[config.mk]
export PLATFORM = sky130hd
export DESIGN_NAME = au_hs_flat
export DESIGN_NICKNAME = d
export VERILOG_FILES = /design/src/rtl/au_hs_if.sv /design/src/rtl/au_hs.sv /design/src/flat_wrapper.sv
export SDC_FILE = /design/constraint.sdc
export NUM_CORES = 2
export LEC_CHECK = 0
export ABC_AREA = 1
export CAP_MARGIN = 20
export CORE_MARGIN = 2
export CORE_UTILIZATION = 50
export CTS_BUF_LIST = sky130_fd_sc_hd__clkbuf_8
export DETAILED_ROUTE_END_ITERATION = 10
export PLACE_DENSITY_LB_ADDON = 0.2
export SLEW_MARGIN = 20
export SYNTH_ARGS = -nofsm -noshare
export SYNTH_HDL_FRONTEND = slang
export SYNTH_SLANG_ARGS = --single-unit
[constraint.sdc]
create_clock -name clk -period 10.9 [get_ports clk]
set_input_delay 1.09 -clock clk [delete_from_list [all_inputs] [get_ports clk]]
set_output_delay 1.09 -clock clk [all_outputs]
set_load 0.02 [all_outputs]
[src/rtl/au_hs_if.sv]
// Valid/ready request and response bundle for the au_hs arithmetic unit.
interface au_hs_if #(
    parameter int W = 24
);
    logic         in_valid;
    logic         in_ready;
    logic [1:0]   op;
    logic [W-1:0] a;
    logic [W-1:0] b;
    logic         out_valid;
    logic         out_ready;
    logic [W-1:0] result;
    logic         ovf;
    logic         dz;
    logic         busy;

    modport master (
        output in_valid, op, a, b, out_ready,
        input  in_ready, out_valid, result, ovf, dz, busy
    );

    modport slave (
        input  in_valid, op, a, b, out_ready,
        output in_ready, out_valid, result, ovf, dz, busy
    );
endinterface

[src/rtl/au_hs.sv]
// Handshaked saturating sign-magnitude Q(M).FRAC unit: 1-cycle ADD/SUB/MUL, restoring DIV.
// Define AU_ROUND_EN for round-half-up on MUL and DIV (DIV then takes one extra cycle).
module au_hs #(
    parameter int W    = 24,
    parameter int FRAC = 14
) (
    input logic    clk,
    input logic    rst,
    au_hs_if.slave bus
);
    localparam int MW  = W - 1;
    localparam int M   = W - 1 - FRAC;
    localparam int MQW = 2 * MW - FRAC + 1;
`ifdef AU_ROUND_EN
    localparam int QW  = W;
`else
    localparam int QW  = W - 1;
`endif
    localparam int CW  = $clog2(QW);

    localparam logic [1:0] OP_ADD = 2'b00;
    localparam logic [1:0] OP_SUB = 2'b01;
    localparam logic [1:0] OP_MUL = 2'b10;
    localparam logic [1:0] OP_DIV = 2'b11;

    typedef enum logic [1:0] {IDLE, DIV, HOLD} state_t;

    state_t          state, state_next;
    logic            accept, start_div, div_sat;
    logic [MW-1:0]   mag_a, mag_b;
    logic            sign_a, sign_b;
    logic [MW:0]     add_sum;
    logic            add_sign;
    logic [2*MW-1:0] prod;
    logic [MQW-1:0]  mul_q;
    logic [MW-1:0]   fast_mag;
    logic            fast_sign, fast_ovf, fast_dz;

    logic [CW-1:0]   cnt;
    logic [MW-1:0]   rem, rem_next, div_b;
    logic [QW-1:0]   dsr, quot;
    logic [MW:0]     trial;
    logic            q_bit, div_sign, div_ovf;
    logic [MW-1:0]   div_mag;

    logic [W-1:0]    result;
    logic            ovf, dz;

    assign bus.in_ready  = (state != DIV) && (!bus.out_valid || bus.out_ready);
    assign bus.out_valid = (state == HOLD);
    assign bus.busy      = (state == DIV);
    assign bus.result    = result;
    assign bus.ovf       = ovf;
    assign bus.dz        = dz;

    assign accept = bus.in_valid && bus.in_ready;

    assign mag_a  = bus.a[MW-1:0];
    assign mag_b  = bus.b[MW-1:0];
    assign sign_a = bus.a[W-1];
    assign sign_b = bus.b[W-1] ^ (bus.op == OP_SUB);

    // Quotient fits in the magnitude only while |a| < |b| << M.
    assign div_sat   = {{M{1'b0}}, mag_a} >= {mag_b, {M{1'b0}}};
    assign start_div = accept && (bus.op == OP_DIV) && (mag_b != '0) && !div_sat;

    assign prod = mag_a * mag_b;
`ifdef AU_ROUND_EN
    assign mul_q = MQW'(prod >> FRAC) + MQW'(prod[FRAC-1]);
`else
    assign mul_q = MQW'(prod >> FRAC);
`endif

    // NOTE: every output of a combinational block gets a default first so no path infers a latch.
    always_comb begin
        add_sum  = '0;
        add_sign = sign_a;
        if (sign_a == sign_b) begin
            add_sum = {1'b0, mag_a} + {1'b0, mag_b};
        end else if (mag_a >= mag_b) begin
            add_sum = {1'b0, mag_a - mag_b};
        end else begin
            add_sum  = {1'b0, mag_b - mag_a};
            add_sign = sign_b;
        end
    end

    always_comb begin
        fast_sign = 1'b0;
        fast_mag  = '0;
        fast_ovf  = 1'b0;
        fast_dz   = 1'b0;
        case (bus.op)
            OP_ADD, OP_SUB: begin
                fast_sign = add_sign;
                fast_ovf  = add_sum[MW];
                fast_mag  = add_sum[MW] ? '1 : add_sum[MW-1:0];
            end
            OP_MUL: begin
                fast_sign = sign_a ^ sign_b;
                fast_ovf  = |mul_q[MQW-1:MW];
                fast_mag  = fast_ovf ? '1 : mul_q[MW-1:0];
            end
            default: begin
                // Only divide-by-zero and quotient overflow finish in one cycle.
                fast_sign = sign_a ^ sign_b;
                fast_mag  = '1;
                fast_dz   = (mag_b == '0);
                fast_ovf  = (mag_b != '0);
            end
        endcase
        if (fast_mag == '0) fast_sign = 1'b0;
    end

    // One restoring step: dividend bits shift out of dsr's top as quotient bits shift in.
    assign trial    = {rem, dsr[QW-1]};
    assign q_bit    = trial >= {1'b0, div_b};
    assign rem_next = q_bit ? MW'(trial - {1'b0, div_b}) : trial[MW-1:0];
    assign quot     = {dsr[QW-2:0], q_bit};

`ifdef AU_ROUND_EN
    logic [MW:0] div_round;
    assign div_round = {1'b0, quot[QW-1:1]} + {{MW{1'b0}}, quot[0]};
    assign div_ovf   = div_round[MW];
    assign div_mag   = div_ovf ? '1 : div_round[MW-1:0];
`else
    assign div_ovf   = 1'b0;
    assign div_mag   = quot;
`endif

    always_comb begin
        state_next = state;
        case (state)
            IDLE, HOLD: begin
                if (accept)                              state_next = start_div ? DIV : HOLD;
                else if (state == HOLD && bus.out_ready) state_next = IDLE;
            end
            DIV:     if (cnt == '0) state_next = HOLD;
            default: state_next = IDLE;
        endcase
    end

    // NOTE: sequential state uses non-blocking assignments so every register samples pre-edge values.
    always_ff @(posedge clk) begin
        if (rst) state <= IDLE;
        else     state <= state_next;
    end

    always_ff @(posedge clk) begin
        if (rst) begin
            result   <= '0;
            ovf      <= 1'b0;
            dz       <= 1'b0;
            cnt      <= '0;
            rem      <= '0;
            dsr      <= '0;
            div_b    <= '0;
            div_sign <= 1'b0;
        end else if (accept) begin
            if (start_div) begin
                cnt      <= CW'(QW - 1);
                rem      <= mag_a >> M;
                dsr      <= {mag_a[M-1:0], {(QW-M){1'b0}}};
                div_b    <= mag_b;
                div_sign <= sign_a ^ sign_b;
            end else begin
                result <= {fast_sign, fast_mag};
                ovf    <= fast_ovf;
                dz     <= fast_dz;
            end
        end else if (state == DIV) begin
            rem <= rem_next;
            dsr <= quot;
            cnt <= cnt - 1'b1;
            if (cnt == '0) begin
                result <= {div_sign && (div_mag != '0), div_mag};
                ovf    <= div_ovf;
                dz     <= 1'b0;
            end
        end
    end
endmodule

[src/flat_wrapper.sv]
// flat-port wrapper written by rule: the top's interface ports become plain ports
module au_hs_flat 
#(
    parameter int W    = 24,
    parameter int FRAC = 14
)
  (clk, rst, bus_in_valid, bus_op, bus_a, bus_b, bus_out_ready, bus_in_ready, bus_out_valid, bus_result, bus_ovf, bus_dz, bus_busy);
  au_hs_if #(.W(W)) bus_i ();
  input logic clk;
  input logic rst;
  input wire logic [$bits(bus_i.in_valid)-1:0] bus_in_valid;
  input wire logic [$bits(bus_i.op)-1:0] bus_op;
  input wire logic [$bits(bus_i.a)-1:0] bus_a;
  input wire logic [$bits(bus_i.b)-1:0] bus_b;
  input wire logic [$bits(bus_i.out_ready)-1:0] bus_out_ready;
  output wire logic [$bits(bus_i.in_ready)-1:0] bus_in_ready;
  output wire logic [$bits(bus_i.out_valid)-1:0] bus_out_valid;
  output wire logic [$bits(bus_i.result)-1:0] bus_result;
  output wire logic [$bits(bus_i.ovf)-1:0] bus_ovf;
  output wire logic [$bits(bus_i.dz)-1:0] bus_dz;
  output wire logic [$bits(bus_i.busy)-1:0] bus_busy;
  assign bus_i.in_valid = bus_in_valid;
  assign bus_i.op = bus_op;
  assign bus_i.a = bus_a;
  assign bus_i.b = bus_b;
  assign bus_i.out_ready = bus_out_ready;
  assign bus_in_ready = bus_i.in_ready;
  assign bus_out_valid = bus_i.out_valid;
  assign bus_result = bus_i.result;
  assign bus_ovf = bus_i.ovf;
  assign bus_dz = bus_i.dz;
  assign bus_busy = bus_i.busy;
  au_hs #(.W(W), .FRAC(FRAC)) u_core (.clk(clk), .rst(rst), .bus(bus_i));
endmodule
==> results_dict.tcl <==
set metrics [dict create \
    die_h_um 246 \
    most_common_cell_after_layout_fill_and_taps_aside "nand2_1" \
    globalRouteTotalUtil_pct 33.7 \
    synth_seq_area_share_pct 7.05 \
    clk_pin_slew_worst_paths_ns 0.10 \
    totalNegativeSetupSlack_ns 0 \
    worst_slew_margin_rel_pct 17.0 \
    place_worst_setup_slack_ns 1.28 \
    placed_area_um2 30800 \
    fillers 5856 \
    port-buffer-count 82 \
    setup_ws_ns 1.57 \
    syn-instance-count 4239 \
    synth.cell_area_um2 29200 \
    layout_common_cells "1157 x nand2_1, 1089 x inv_1, 441 x fa_1" \
    gpl.final_weighted_congestion 1.02 \
    drt-vias-per-instance 5.36 \
    timing.critical_path.from_type "primary input" \
    cts-root-buf "clkbuf_8" \
    dr.pass1.iters 5 \
    timing.hold.worst.start "u_core.bus.dz" \
    drt-wirelength-per-cell_um 19.9 \
    fin_crit_sh_pct 85.6 \
    max-cap-violations 0 \
    clk_latency_ns 0.41 \
    die_area_um2 60400 \
    floorplan.initialDensity_pct 50.6 \
    post_synthesis_async_set_or_reset_flop_share_pct 0 \
    critical_path_peak_fanout 23 \
    core_area_um2 57800 \
    post_cts_hold_buffer_count 0 \
    avgSynthCellArea_um2 6.90 \
    placementRows 88 \
    route.vias.total 26800 \
    ctsLongestPathBuffers 2 \
    tritoncts.num_buffers 9 \
    layout.nets 5012 \
    synth_fp_nets 5024 \
    timing.final.max_slew_violations 0 \
    rsz0062_at_grt "no" \
    setup.worst_path.end_class "flip-flop" \
    cts_post_setup_buffers_inserted 0 \
    fin_area_um2 31000 \
    antenna_violations_before_repair 2 \
    finalSetupViolations 0 \
    critPathSlowestCell "clkdlybuf4s50_1" \
    first_global_vias 26500 \
    pin_count_of_the_biggest_net_entering_global_routing 64 \
    cts_num_sinks 103 \
    drc_errors 0 \
    worstPathArrival_ns 9.64 \
    crit_start "bus_b[8]" \
    drt-total-wl_um 99200 \
    globalRouteOverflowTotal 0 \
    status "complete, no violations" \
    post-route-util_pct 53.7 \
    dieWidth_um 246 \
    grt_pass1_wl_um 155000 \
    synth_cell_types 47 \
    critPathKind "primary input to flip-flop" \
    fin_worst_skew_ns 0.0164 \
    ctsHtreeMaxLevel 3 \
    place_hpwl_um 80100 \
    clock.fmax_mhz 107 \
    number_of_enable_flip_flop_cells_after_synthesis 0 \
    drtAntennaViolNets 0 \
    ys_ff_latch 103 \
    hold_path.class "flip-flop to flip-flop" \
    post_route_cells_drive_above_1_share_pct 3.92 \
    final.min_clock_period_ns 9.33 \
    max_slew.worst_pin.slew_ns 1.24 \
    cts_resized 0 \
    max_stage_delay_ns 1.17 \
    drt_iter0_drc 2701 \
    area.growth.synth_to_final_pct 6.12 \
    synth.yosys.warnings 0 \
    timing_hold_violations_final 0 \
    cts_tree "built" \
    synth_ff_type "dfxtp_1" \
    ioPinCount 83 \
    r2r-start "u_core.state[0]" \
    worstPathRequired_ns 11.21 \
]
[cell families after synthesis]
logic type               Yosys count  share of synthesized area (%)
buffers and inverters           1288                           16.8
AND/OR/NAND/NOR                 1553                           21.6
adder cells (fa/ha/maj)          731                           42.6
flip-flops                       103                           7.05
AO/OA/AOI/OAI                    478                           9.34
XOR/XNOR                          86                           2.58
[worst max-delay path, delay by kind of cell]
kind	cells	cell delay [ns]
AND/OR/NAND/NOR	17	2.46
adder cells (fa/ha/maj)	8	4.18
buffers and inverters	7	1.83
AO/OA/AOI/OAI	1	0.06
[area by class of cell]
class,instances,area [µm²],area share (%)
clock buffer,10,138,0.444
tap,765,957,3.09
multi-input combinational,2848,22300,71.9
timing repair buffer,149,1320,4.26
inverter,1116,4190,13.5
sequential,103,2060,6.65
clock inverter,6,60.1,0.194
antenna,2,5.00,0.0161
[Yosys cell counts (61+ instances only)]
cell         n  area [µm²]
a21oi_1    201        1010
clkbuf_1   138         518
dfxtp_1    103        2060
fa_1       441        8830
ha_1       290        3630
inv_1     1088        4080
nand2_1   1157        4340
nand3_1    114         571
nor2_1     160         601
o211ai_1    61         458
o21ai_0    131         656
xor2_1      67         587
[path summary, 6_finish.rpt]
path	to	slack [ns]	depth (start not counted)
worst min-delay path	u_core.bus.dz	0.49	2
worst max-delay path	u_core.bus.result[23]	1.57	33
worst max register to register	u_core.bus.result[0]	7.04	17
worst min register to register	u_core.bus.dz	0.49	2
[state kept, by name (all words and copies together), names as in the netlist]
signal	count
u_core.bus.result	24
u_core.div_b	23
u_core.dsr	23
u_core.rem	23
u_core.cnt	5
u_core.state	2
u_core.bus.dz	1
u_core.bus.ovf	1
u_core.div_sign	1
[metal layers]
metal,up-vias,global-route usage [%],share of wire (%)
met5,-,0,0
met1,12900,47.4,43
met3,175,7.67,10
li1,12600,-,-
met2,1189,50.8,42
met4,0,11.4,4.0
[per-stage QoR]
step           cells  hold slack (ns)
5_1_grt         4999            0.500
4_1_cts         4997            0.489
6_report        4999            0.488
2_1_floorplan   4239            0.435
3_3_place_gp    4980            0.465
3_5_place_dp    4981            0.472
Power is not shown: default switching activity piles up to over one toggle a cycle in this logic, so the estimate is an artifact.
